`src/rtl/imm_gen_pkg.sv`:
```
// Shared types and opcode constants for the RV32I/RV64I immediate generator.
package imm_gen_pkg;

    typedef enum logic [2:0] {
        FMT_NONE = 3'd0,
        FMT_I    = 3'd1,
        FMT_S    = 3'd2,
        FMT_B    = 3'd3,
        FMT_U    = 3'd4,
        FMT_J    = 3'd5,
        FMT_SH   = 3'd6
    } imm_fmt_e;

    typedef enum logic [1:0] {
        ST_EMPTY = 2'd0,
        ST_ONE   = 2'd1,
        ST_TWO   = 2'd2
    } skid_state_e;

    localparam logic [6:0] OPC_OP_IMM   = 7'b0010011;
    localparam logic [6:0] OPC_LOAD     = 7'b0000011;
    localparam logic [6:0] OPC_STORE    = 7'b0100011;
    localparam logic [6:0] OPC_BRANCH   = 7'b1100011;
    localparam logic [6:0] OPC_LUI      = 7'b0110111;
    localparam logic [6:0] OPC_AUIPC    = 7'b0010111;
    localparam logic [6:0] OPC_JAL      = 7'b1101111;
    localparam logic [6:0] OPC_JALR     = 7'b1100111;
    localparam logic [6:0] OPC_OP       = 7'b0110011;
    localparam logic [6:0] OPC_OP_IMM32 = 7'b0011011;
    localparam logic [6:0] OPC_OP32     = 7'b0111011;
    localparam logic [6:0] OPC_FENCE    = 7'b0001111;
    localparam logic [6:0] OPC_SYSTEM   = 7'b1110011;

endpackage

```
`src/rtl/imm_decode.sv`:
```
// Combinational instruction -> {immediate, format, illegal} decode.
module imm_decode
    import imm_gen_pkg::*;
#(
    parameter int XLEN = 32
) (
    input  logic [31:0]     inst,
    output logic [XLEN-1:0] imm,
    output logic [2:0]      fmt,
    output logic            illegal
);

    localparam bit RV64 = (XLEN == 64);

    logic [XLEN-1:0] w_imm_i, w_imm_s, w_imm_b, w_imm_u, w_imm_j, w_sh5, w_sh6;
    logic            w_is_shift;

    assign w_imm_i    = XLEN'($signed(inst[31:20]));
    assign w_imm_s    = XLEN'($signed({inst[31:25], inst[11:7]}));
    assign w_imm_b    = XLEN'($signed({inst[31], inst[7], inst[30:25], inst[11:8], 1'b0}));
    assign w_imm_u    = XLEN'($signed({inst[31:12], 12'b0}));
    assign w_imm_j    = XLEN'($signed({inst[31], inst[19:12], inst[20], inst[30:21], 1'b0}));
    assign w_sh5      = XLEN'(inst[24:20]);
    assign w_sh6      = XLEN'(inst[25:20]);
    assign w_is_shift = (inst[14:12] == 3'b001) || (inst[14:12] == 3'b101);

    always_comb begin
        imm     = '0;
        fmt     = FMT_NONE;
        illegal = 1'b0;
        case (inst[6:0])
            OPC_OP_IMM: begin
                fmt = w_is_shift ? FMT_SH : FMT_I;
                imm = w_is_shift ? (RV64 ? w_sh6 : w_sh5) : w_imm_i;
            end
            OPC_LOAD, OPC_JALR: begin
                fmt = FMT_I;
                imm = w_imm_i;
            end
            OPC_STORE: begin
                fmt = FMT_S;
                imm = w_imm_s;
            end
            OPC_BRANCH: begin
                fmt = FMT_B;
                imm = w_imm_b;
            end
            OPC_LUI, OPC_AUIPC: begin
                fmt = FMT_U;
                imm = w_imm_u;
            end
            OPC_JAL: begin
                fmt = FMT_J;
                imm = w_imm_j;
            end
            OPC_OP_IMM32: begin
                // word shifts only ever take a 5-bit shamt
                if (RV64) begin
                    fmt = w_is_shift ? FMT_SH : FMT_I;
                    imm = w_is_shift ? w_sh5 : w_imm_i;
                end else begin
                    illegal = 1'b1;
                end
            end
            OPC_OP32:                        illegal = !RV64;
            OPC_OP, OPC_FENCE, OPC_SYSTEM:   illegal = 1'b0;
            default:                         illegal = 1'b1;
        endcase
    end

endmodule

```
`src/rtl/imm_gen_pipe.sv`:
```
// Pipelined immediate generator: decode on the input side, registered result
// with either a single output register or a two-entry skid buffer.
module imm_gen_pipe
    import imm_gen_pkg::*;
#(
    parameter int XLEN = 32,
    parameter int SKID = 1
) (
    input  logic            clk,
    input  logic            rst,
    input  logic            in_valid,
    output logic            in_ready,
    input  logic [31:0]     in_inst,
    output logic            out_valid,
    input  logic            out_ready,
    output logic [XLEN-1:0] out_imm,
    output logic [2:0]      out_fmt,
    output logic            out_illegal
);

    localparam int W = XLEN + 4;

    logic [XLEN-1:0] w_imm;
    logic [2:0]      w_fmt;
    logic            w_ill;
    logic [W-1:0]    w_dec;
    logic            w_acc, w_xfer;
    logic [W-1:0]    r_out;
    logic            r_out_vld;

    imm_decode #(.XLEN(XLEN)) u_dec (
        .inst    (in_inst),
        .imm     (w_imm),
        .fmt     (w_fmt),
        .illegal (w_ill)
    );

    assign w_dec       = {w_imm, w_fmt, w_ill};
    assign w_acc       = in_valid && in_ready;
    assign w_xfer      = r_out_vld && out_ready;
    assign out_valid   = r_out_vld;
    assign out_imm     = r_out[W-1:4];
    assign out_fmt     = r_out[3:1];
    assign out_illegal = r_out[0];

    generate
        if (SKID == 0) begin : g_single
            assign in_ready = !rst && (!r_out_vld || out_ready);

            always_ff @(posedge clk) begin
                if (rst) begin
                    r_out     <= '0;
                    r_out_vld <= 1'b0;
                end else if (w_acc) begin
                    r_out     <= w_dec;
                    r_out_vld <= 1'b1;
                end else if (w_xfer) begin
                    r_out_vld <= 1'b0;
                end
            end
        end else begin : g_skid
            skid_state_e  r_state, w_state_nxt;
            logic [W-1:0] r_skid;
            logic         r_rdy;

            // the register is preset during reset; gating keeps ready low meanwhile
            assign in_ready = r_rdy && !rst;

            always_comb begin
                w_state_nxt = r_state;
                case (r_state)
                    ST_EMPTY: if (w_acc) w_state_nxt = ST_ONE;
                    ST_ONE: begin
                        if (w_acc && !w_xfer)      w_state_nxt = ST_TWO;
                        else if (!w_acc && w_xfer) w_state_nxt = ST_EMPTY;
                    end
                    ST_TWO:   if (w_xfer) w_state_nxt = ST_ONE;
                    default:  w_state_nxt = ST_EMPTY;
                endcase
            end

            always_ff @(posedge clk) begin
                if (rst) begin
                    r_state   <= ST_EMPTY;
                    r_rdy     <= 1'b1;
                    r_out     <= '0;
                    r_skid    <= '0;
                    r_out_vld <= 1'b0;
                end else begin
                    r_state   <= w_state_nxt;
                    r_rdy     <= (w_state_nxt != ST_TWO);
                    r_out_vld <= (w_state_nxt != ST_EMPTY);
                    case (r_state)
                        ST_EMPTY: if (w_acc) r_out <= w_dec;
                        ST_ONE: begin
                            if (w_acc && w_xfer) r_out  <= w_dec;
                            else if (w_acc)      r_skid <= w_dec;
                        end
                        ST_TWO:   if (w_xfer) r_out <= r_skid;
                        default:  ;
                    endcase
                end
            end
        end
    endgenerate

endmodule

```
`config.mk`:
```
export PLATFORM = sky130hd
export DESIGN_NAME = imm_gen_pipe
export DESIGN_NICKNAME = d
export VERILOG_FILES = /design/src/rtl/imm_gen_pkg.sv /design/src/rtl/imm_decode.sv /design/src/rtl/imm_gen_pipe.sv
export SDC_FILE = /design/constraint.sdc
export NUM_CORES = 1
export LEC_CHECK = 0
export BUFFER_PORTS_ARGS = -buffer_cell sky130_fd_sc_hd__buf_4
export CORE_ASPECT_RATIO = 0.7
export CORE_MARGIN = 3
export CORE_UTILIZATION = 50
export DETAILED_ROUTE_END_ITERATION = 6
export MAX_ROUTING_LAYER = met4
export PLACE_DENSITY = 0.74
export SLEW_MARGIN = 10
export SYNTH_ARGS = -nofsm -noshare
export SYNTH_HDL_FRONTEND = slang
export SYNTH_SLANG_ARGS = --single-unit
```
`constraint.sdc`:
```
create_clock -name clk -period 2 [get_ports clk]
set_clock_uncertainty 0.15 [all_clocks]
set_input_delay 0.3 -clock clk [delete_from_list [all_inputs] [get_ports clk]]
set_output_delay 0.3 -clock clk [all_outputs]
set_load 0.03 [all_outputs]
```
==> metrics, run 1 <==
Cell Area, Synth=3620 um^2; TritonRoute pass-1 iters=4; worst reg2reg path depth=6; switching share of total power=0.273; R2R Setup Slk=slightly above 0.06 ns; cts repair resizes=0; CTS buffer count=9; Post-Synthesis Cells=419; Gate power share=0.183; clk root buf=clkbuf_8; Placer Congestion=0.923; PnR worst setup slack=0.0611 ns; GRT overflow=0; pre-CTS setup slack=between 0.07 and 0.08 ns; Reg power frac=0.421; I/O Pins=74; CP Class=register to register; Worst slew margin=0.616; placed cell count=just under 600; clk slew on worst S/H paths=0.08 ns; vias=3608; Vias/cell=6.06; syn avg cell area=8.65 um^2; hold depth=2; data required time of the worst path=2.08 ns; min-delay src=in_inst[28]; Worst Tran Pin Value=0.574 ns; initial antenna violation count=0; maximum clock frequency=516 MHz; CP endpoint kind=register; vias in the first global route=3388; setup violators final=0; Final Routed Wirelength=10300 um; Core Rows=25; postcts setup bufs=0; CTS Buffer Depth=2; Starting Density=0.527; maxcap violations=0; 1st-iter DRT viols=297; worst skew pair latency=0.35 ns; Routed Antenna Nets=0; Synth async-reset ratio=0; ant diodes=0; reg2reg end=g_skid.r_skid[3]$_SDFFE_PP0P_; H-tree Lvls=3; Die W=108 um; Post-CTS Hold Buffers=0; hold worst-path end=g_skid.r_skid[12]$_SDFFE_PP0P_; post-synthesis sequential area ratio=0.420; Net Count, Synth=455; Tot GR Track Use=0.256; Yosys cell types=51; Final Hold Fails=0; final period utilization=0.969; largest net degree at the start of global routing=40; core area=roughly 6900 um^2; Non-Filler Instances=595; first-pass GRT wire length=16600 um; post-synthesis register bit count=76; DP Wirelength=7180 um; Post-synth EDFFs=0; drt wl/cell=17.4 um; main flop type after synthesis=dfxtp_1; internal power=~2800 uW; fin area=around 4700 um^2; Ys Warns=0; status=finished clean; leakage=between 0.0015 and 0.002 uW; hold slack=0.0416 ns; CP Launch Type=register; Net Switching=1060 uW; drt drc=0; pwr/cell area=835 nW/um^2; CTS tree=built; peak supply drop=0.476 mV; Max FO, Critical Path=7; die footprint=8320 um^2; pins over their slew limit=0; worst r2r src=g_skid.r_state[1]$_SDFF_PP0_; Sink Count=76; Area growth syn-to-layout=28.4%; Die Span Y=77.2 um; layout cells sized above 1=0.285; post-route minimum period=1.94 ns; min-delay worst type=primary input to register; Port Buf Inserts=73; Area after DPL=4370 um^2; setup TNS=0 ns; Clock power frac=0.396; Worst EP arrival=roughly 2 ns; Final #Nets=around 530; Layout fillers=567
==> power by group through the flow <==
stage	Sequential [uW]	Clock [uW]	Combinational, uW
floorplan	1740	0	344
global placement	1670	0	680
detailed placement	1670	0	697
CTS	1640	1560	702
global route	1650	1620	770
finish	1640	1540	711
==> synth_stat cells (3+ instances only) <==
cell type	count	area share
a22o_1	8	0.019
dfxtp_1	76	0.42
nor3b_1	3	0.0062
a211o_1	7	0.017
buf_2	11	0.015
o2111ai_1	11	0.027
o211ai_1	17	0.035
nor2b_1	5	0.0086
nand2_1	43	0.045
buf_6	5	0.016
a211oi_1	29	0.060
nand3b_1	3	0.0062
a32oi_1	9	0.022
nor3_1	7	0.0097
o21ai_0	43	0.059
a22oi_1	4	0.0083
clkbuf_1	15	0.016
a21oi_1	26	0.036
inv_1	4	0.0041
a211oi_2	8	0.028
nor2_1	44	0.046
==> metal layers <==
metal,vias to the layer above,routed length [um],GRT usage
li1,1723,-,-
met1,1714,4680,0.342
met2,154,4730,0.377
met3,17,803,0.0715
met4,0,136,0.0807
met5,-,0,-
==> how the worst max path moves through the flow <==
| stage | slack (ns) | endpoint | start | depth (start not counted) |
|---|---|---|---|---|
| global route | -0.01 | g_skid.r_skid[3]$_SDFFE_PP0P_ | g_skid.r_state[1]$_SDFF_PP0_ | 6 |
| floorplan | 0.07 | r_out[24]$_SDFFE_PP0P_ | out_valid$_SDFF_PP0_ | 8 |
| detailed placement | 0.08 | g_skid.r_skid[3]$_SDFFE_PP0P_ | in_valid | 7 |
| global placement | 0.10 | g_skid.r_skid[3]$_SDFFE_PP0P_ | in_valid | 7 |
| CTS | 0.06 | g_skid.r_skid[30]$_SDFFE_PP0P_ | g_skid.r_state[1]$_SDFF_PP0_ | 6 |
| finish | 0.06 | g_skid.r_skid[3]$_SDFFE_PP0P_ | g_skid.r_state[1]$_SDFF_PP0_ | 6 |
==> final cells by class <==
class / instances / area, um^2 / share of cell area
Clock buffer: 10 / 128 / 0.0274
Clock inverter: 6 / 136 / 0.0293
Sequential cell: 76 / 1520 / 0.327
Tap cell: 94 / 118 / 0.0253
Inverter: 4 / 15.0 / 0.00323
Multi-Input combinational cell: 304 / 1920 / 0.412
Timing Repair Buffer: 101 / 821 / 0.176
==> critical path, stage by stage (launching register included) <==
cell     delay, ns
dfxtp_1       0.36
and3b_1       0.29
nand2_1       0.13
or3_4         0.42
buf_4         0.17
nor3b_1       0.22
nor3_1        0.06
==> registers in the layout, summed over array words and instances, names as in the netlist <==
register / cells
g_skid.r_skid: 36
r_out: 36
g_skid.r_state: 2
g_skid.r_rdy: 1
out_valid: 1
==> placed cells by master (no fill, tap or decap), drive strengths merged, types with 2 or more instances in the layout <==
cell,instances
a31oi,2
a211oi,37
o21ai,46
o2111ai,11
or2,3
nor3,10
nand2,44
clkbuf,10
inv,4
and4b,2
nor2,45
dfxtp,76
nand2b,3
a21oi,28
a21o,2
bufinv,4
o211ai,17
nor3b,3
buf,101
nand3,2
o21a,2
a22o,8
nor2b,5
a211o,7
a22oi,4
and3b,2
a32oi,9
nand3b,4
==> metrics by stage <==
stage | utilization | total power, uW
after floorplan | - | 2080
after global placement | 0.636 | 2350
after detailed placement | 0.636 | 2370
after CTS | 0.674 | 3900
after global routing | 0.676 | 4030
final | 0.676 | 3890
==> cells by family after synthesis <==
kind of cell,Yosys count,share of synthesized area
AOI/OAI and AO/OA,175,0.341
DFF,76,0.420
and+or+nand+nor,129,0.180
buffers and inverters,39,0.0590
No activity file was read; power rests on OpenSTA's default activity.
==> run 2, diff against run 1 <==
--- a/config.mk
+++ b/config.mk
@@ -5,13 +5,14 @@
 export SDC_FILE = /design/constraint.sdc
 export NUM_CORES = 1
 export LEC_CHECK = 0
-export BUFFER_PORTS_ARGS = -buffer_cell sky130_fd_sc_hd__buf_4
 export CORE_ASPECT_RATIO = 0.7
 export CORE_MARGIN = 3
 export CORE_UTILIZATION = 50
 export DETAILED_ROUTE_END_ITERATION = 6
+export DONT_BUFFER_PORTS = 1
+export GPL_TIMING_DRIVEN = 0
 export MAX_ROUTING_LAYER = met4
-export PLACE_DENSITY = 0.74
+export PLACE_DENSITY = 0.73
 export SLEW_MARGIN = 10
 export SYNTH_ARGS = -nofsm -noshare
 export SYNTH_HDL_FRONTEND = slang
==> metrics, run 2 (synthesized netlist as in run 1, its figures left out) <==
status=finished clean; Worst Tran Pin Value=0.680 ns (+0.106 ns); Final Hold Fails=0 (unchanged); Vias/cell=6.54 (+7.8%); pre-CTS setup slack=-0.331 ns (-0.406 ns); fin area=4230 um^2 (-9.1%); switching share of total power=0.306 (+0.0328); worst skew pair latency=0.36 ns (about the same); Area growth syn-to-layout=16.7%; vias in the first global route=3544 (+4.6%); Final Routed Wirelength=11200 um (+7.8%); layout cells sized above 1=0.176 (-0.109); Final #Nets=485 (-8.8%); CTS buffer count=9 (unchanged); Sink Count=76 (unchanged); Net Switching=1040 uW (-1.7%); pwr/cell area=806 nW/um^2 (-3.5%); internal power=2370 uW (-16%); clk root buf=clkbuf_8; Max FO, Critical Path=8 (+1); Die Span Y=77.2 um (unchanged); PnR worst setup slack=0.0536 ns (-0.00749 ns); Worst slew margin=0.543 (-0.0725); peak supply drop=0.343 mV (-28%); CTS tree=built; leakage=0.00142 uW (-19%); power consumption=3410 uW (-12%); post-route minimum period=1.95 ns (+0.00749 ns); CP endpoint kind=register; Gate power share=0.157 (-0.026); H-tree Lvls=3 (unchanged); min-delay worst type=primary input to register; drt drc=0 (unchanged); CP Class=register to register; core area=6880 um^2 (unchanged); clk slew on worst S/H paths=0.08 ns (about the same); leading registers by flop count=g_skid.r_skid: 36 flops, r_out: 36 flops, g_skid.r_state: 2 flops; final period utilization=0.973 (+0.00374); data required time of the worst path=2.06 ns (-0.02 ns); CTS Buffer Depth=2 (unchanged); Area after DPL=3740 um^2 (-14%); Reg power frac=0.506 (+0.085); RSZ-0062 raised after global routing=false; Placer Congestion=0.858 (-7.1%); Port Buf Inserts=0 (-100%); Tot GR Track Use=0.281 (+0.0246); DP Wirelength=7530 um (+4.9%); commonest non-fill, non-tap cell in the layout=dfxtp_1; setup violators final=0 (unchanged); TritonRoute pass-1 iters=5 (+1); GRT overflow=0 (unchanged); Worst EP arrival=2.01 ns (about the same); initial antenna violation count=0 (unchanged); 1st-iter DRT viols=437 (+47%); Die W=108 um (unchanged); I/O Pins=74 (unchanged); commonest cells after routing, fill and taps aside=dfxtp_1 (72), nor2_1 (43), o21ai_0 (43); largest net degree at the start of global routing=14 (-65%); Clock power frac=0.337 (-0.059); CP Launch Type=register; drt wl/cell=20.4 um (+17%); ant diodes=0 (unchanged); first-pass GRT wire length=17900 um (+7.9%); maxcap violations=0 (unchanged); pins over their slew limit=0 (unchanged); maximum clock frequency=514 MHz (-0.38%); hold slack=0.00741 ns (-0.0342 ns); Routed Antenna Nets=0 (unchanged); Core Rows=25 (unchanged); die footprint=8320 um^2 (unchanged); Starting Density=0.527 (unchanged); vias=3583 (-0.69%)
## run 2: cell count changes in the layout (fill, tap and decap cells not counted), moves of 3 or more
cell           previous run  this run
buf_4                    96         5
dlygate4sd3_1             0        19
buf_6                     0         8
clkbuf_1                  1         8
buf_2                     0         6
clkbuf_2                  0         6
buf_12                    5         0
dfxtp_1                  76        72
bufinv_16                 4         1
clkinvlp_4                1         4
dfxtp_2                   0         3
## run 2: routing by layer
metal,wire (um),GRT usage
met3,1230,0.0917
met4,274,0.0971
met5,0,-
met2,4880,0.411
met1,4780,0.365
## run 2: final cells by class
cell class,count,area (um^2)
fillers,584,2650
clock inverters,6,65.1
inverters,4,15.0
repair buffers,20,198
well taps,94,118
plain buffers,34,236
multi-input cells,304,1940
clock buffers,10,128
flip-flops and latches,76,1530
## run 2: repair_timing
item,4_1_cts,5_1_grt
hold buffers,19,0
gates cloned,0,0
pin swaps,0,1
buffers inserted,0,1
hold endpoints to repair,35,0
gates resized for setup,16,28
setup endpoints to repair,59,66
## run 2: critical path: stages, from the launching register on
cell	delay, ns
dfxtp_4	0.37
and3b_2	0.28
nand2_2	0.08
or3_1	0.35
buf_4	0.18
nor2_4	0.27
a211oi_2	0.12
## run 2: per-stage QoR
stage	util	instances	setup TNS, ns
2_1_floorplan	-	419	0
3_3_place_gp	0.544	513	-6.52
3_5_place_dp	0.544	513	-9.30
4_1_cts	0.604	547	0
5_1_grt	0.615	548	0
6_report	0.615	548	0
## run 2: worst paths after layout
check	start	endpoint	slack, ns	depth (start not counted)
setup / recovery	g_skid.r_state[1]$_SDFF_PP0_	g_skid.r_skid[19]$_SDFFE_PP0P_	0.05	6
hold / removal	in_inst[28]	r_out[32]$_SDFFE_PP0P_	0.007	2
setup reg to reg	g_skid.r_state[1]$_SDFF_PP0_	g_skid.r_skid[19]$_SDFFE_PP0P_	0.05	6
hold reg to reg	g_skid.r_skid[11]$_SDFFE_PP0P_	g_skid.r_skid[11]$_SDFFE_PP0P_	0.34	1
## run 2: power by group through the flow
stage          combinational (uW)  sequential (uW)  clock [uW]
6_report                      535             1730        1150
5_1_grt                       586             1740        1220
4_1_cts                       496             1720        1170
3_5_place_dp                  445             1760           0
3_3_place_gp                  431             1750           0
2_1_floorplan                 344             1740           0
==> run 3, diff against run 2 <==
--- a/config.mk
+++ b/config.mk
@@ -11,6 +11,7 @@
 export DETAILED_ROUTE_END_ITERATION = 6
 export DONT_BUFFER_PORTS = 1
 export GPL_TIMING_DRIVEN = 0
+export HOLD_SLACK_MARGIN = 0.08
 export MAX_ROUTING_LAYER = met4
 export PLACE_DENSITY = 0.73
 export SLEW_MARGIN = 10
==> metrics, run 3 (synthesized netlist as in run 1, its figures left out) <==
CTS buffer count=9 (unchanged); Starting Density=0.527 (unchanged); GRT overflow=0 (unchanged); initial antenna violation count=0 (unchanged); clk slew on worst S/H paths=0.08 ns (about the same); commonest non-fill, non-tap cell in the layout=dfxtp_1; peak supply drop=0.342 mV (-0.32%); min-delay src=in_inst[31]; pins over their slew limit=0 (unchanged); DP Wirelength=7530 um (unchanged); die footprint=8320 um^2 (unchanged); CP Launch Type=register; core area=6880 um^2 (unchanged); Multi-input gate area=1930 um^2 (-0.64%); status=finished, violations left; placed cell count=513 (unchanged); CP Class=register to register; Placer Congestion=0.858 (unchanged); first-pass GRT wire length=18000 um (+0.35%); CP endpoint kind=register; data required time of the worst path=2.08 ns (+0.02 ns); Die W=108 um (unchanged); reg2reg end=g_skid.r_skid[3]$_SDFFE_PP0P_; min-delay worst type=primary input to register; ant diodes=0 (unchanged); leakage=0.00144 uW (+1.6%); maximum clock frequency=495 MHz (-3.6%); TritonRoute pass-1 iters=5 (unchanged); pwr/cell area=802 nW/um^2 (-0.55%); maxcap violations=0 (unchanged); leading registers by flop count=g_skid.r_skid: 36 flops, r_out: 36 flops, g_skid.r_state: 2 flops; RSZ-0062 raised after global routing=true; Layout fillers=588 (+0.68%); worst r2r src=g_skid.r_state[1]$_SDFF_PP0_; worst reg2reg path depth=7 (+1); layout cells sized above 1=0.170 (-0.00665); 1st-iter DRT viols=357 (-18%); Worst EP arrival=2.10 ns (+0.09 ns); Final Routed Wirelength=11400 um (+1.9%); vias=3584 (+0.028%); worst skew pair latency=0.36 ns (about the same); commonest cells after routing, fill and taps aside=dfxtp_1 (73), nor2_1 (44), o21ai_0 (43); CTS tree=built; Core Rows=25 (unchanged); PnR worst setup slack=-0.0183 ns (-0.0719 ns); drt drc=0 (unchanged); Worst slew margin=0.551 (+0.00803); final period utilization=1.01 (+0.0359); CTS Buffer Depth=2 (unchanged); Worst Tran Pin Value=0.673 ns (-0.00681 ns); failing checks=setup timing; hold worst-path end=r_out[26]$_SDFFE_PP0P_; clk root buf=clkbuf_8; hold depth=2 (unchanged); largest net degree at the start of global routing=14 (unchanged); fin area=4280 um^2 (+1.2%); post-route minimum period=2.02 ns (+0.0719 ns); Final #Nets=491 (+1.2%); H-tree Lvls=3 (unchanged); Area after DPL=3740 um^2 (unchanged); Die Span Y=77.2 um (unchanged); drt wl/cell=20.5 um (+0.79%); Max FO, Critical Path=10 (+2); setup TNS=-0.0398 ns (-0.0398 ns); Sink Count=76 (unchanged); Vias/cell=6.47 (-1.1%); I/O Pins=74 (unchanged); setup violators final=4 (+4); R2R Setup Slk=-0.02 ns (-0.07 ns); Non-Filler Instances=554 (+1.1%); Area growth syn-to-layout=18.1%; Final Hold Fails=0 (unchanged); Routed Antenna Nets=0 (unchanged); FF+latch area=1530 um^2 (-0.25%); Port Buf Inserts=0 (unchanged); Tot GR Track Use=0.280 (-0.000544); vias in the first global route=3572 (+0.79%)
-- run 3: changes by cell type in the layout (fill, tap and decap cells not counted), sizes merged --
cell	delta
buf	+1
dlygate4sd3	+5
-- run 3: worst max path at each step --
| stage | from | endpoint | slack (ns) | cells after the start |
|---|---|---|---|---|
| floorplan | out_valid$_SDFF_PP0_ | r_out[24]$_SDFFE_PP0P_ | 0.07 | 8 |
| global placement | out_valid$_SDFF_PP0_ | r_out[27]$_SDFFE_PP0P_ | -0.27 | 8 |
| detailed placement | out_valid$_SDFF_PP0_ | r_out[32]$_SDFFE_PP0P_ | -0.33 | 8 |
| CTS | g_skid.r_state[1]$_SDFF_PP0_ | g_skid.r_skid[32]$_SDFFE_PP0P_ | 0.0009 | 6 |
| global route | g_skid.r_state[1]$_SDFF_PP0_ | g_skid.r_skid[3]$_SDFFE_PP0P_ | -0.1 | 7 |
| finish | g_skid.r_state[1]$_SDFF_PP0_ | g_skid.r_skid[3]$_SDFFE_PP0P_ | -0.02 | 7 |
-- run 3: per-layer routing --
| layer | vias up | track usage | routed length, um |
|---|---|---|---|
| li1 | 1650 | - | - |
| met1 | 1712 | 0.358 | 4940 |
| met2 | 186 | 0.412 | 5040 |
| met3 | 36 | 0.0976 | 1120 |
| met4 | 0 | 0.0984 | 261 |
| met5 | - | - | 0 |
-- run 3: per-stage QoR --
step                      hold WS (ns)   util  setup slack (ns)  total power (uW)
final                           0.0938  0.622           -0.0183              3430
after global routing             0.109  0.622           -0.0971              3560
after CTS                       0.0852  0.611          0.000903              3400
after detailed placement         0.279  0.544            -0.331              2200
after global placement           0.279  0.544            -0.271              2180
after floorplan                  0.276      -            0.0697              2080
-- run 3: what timing repair did --
action | in CTS | in global routing
pin swaps | 0 | 1
setup buffers | 0 | 2
hold buffers | 24 | 0
resized for setup | 16 | 21
hold endpoints to repair | 56 | 0
endpoints found under the setup margin | 59 | 67
-- run 3: critical path: stages, from the launching register on --
cell      delay (ns)
dfxtp_2         0.35
and3b_2         0.28
nand2_1         0.12
or3_1           0.37
clkbuf_4        0.19
buf_4           0.19
nor3b_2         0.18
nor3_1          0.06
-- run 3: cell type report --
type / count / area share
Buffer: 34 / 0.0541
Inverter: 4 / 0.00351
Sequential cell: 76 / 0.356
Clock buffer: 10 / 0.0298
Multi-Input combinational cell: 304 / 0.451
Timing Repair Buffer: 26 / 0.0626
Tap cell: 94 / 0.0275
Clock inverter: 6 / 0.0152
-- run 3: power breakdown --
| part | internal (uW) | switching [uW] | total, uW |
|---|---|---|---|
| clock | 573 | 579 | 1150 |
| sequential | 1590 | 134 | 1720 |
| combinational | 209 | 346 | 555 |
| total | 2370 | 1060 | 3430 |
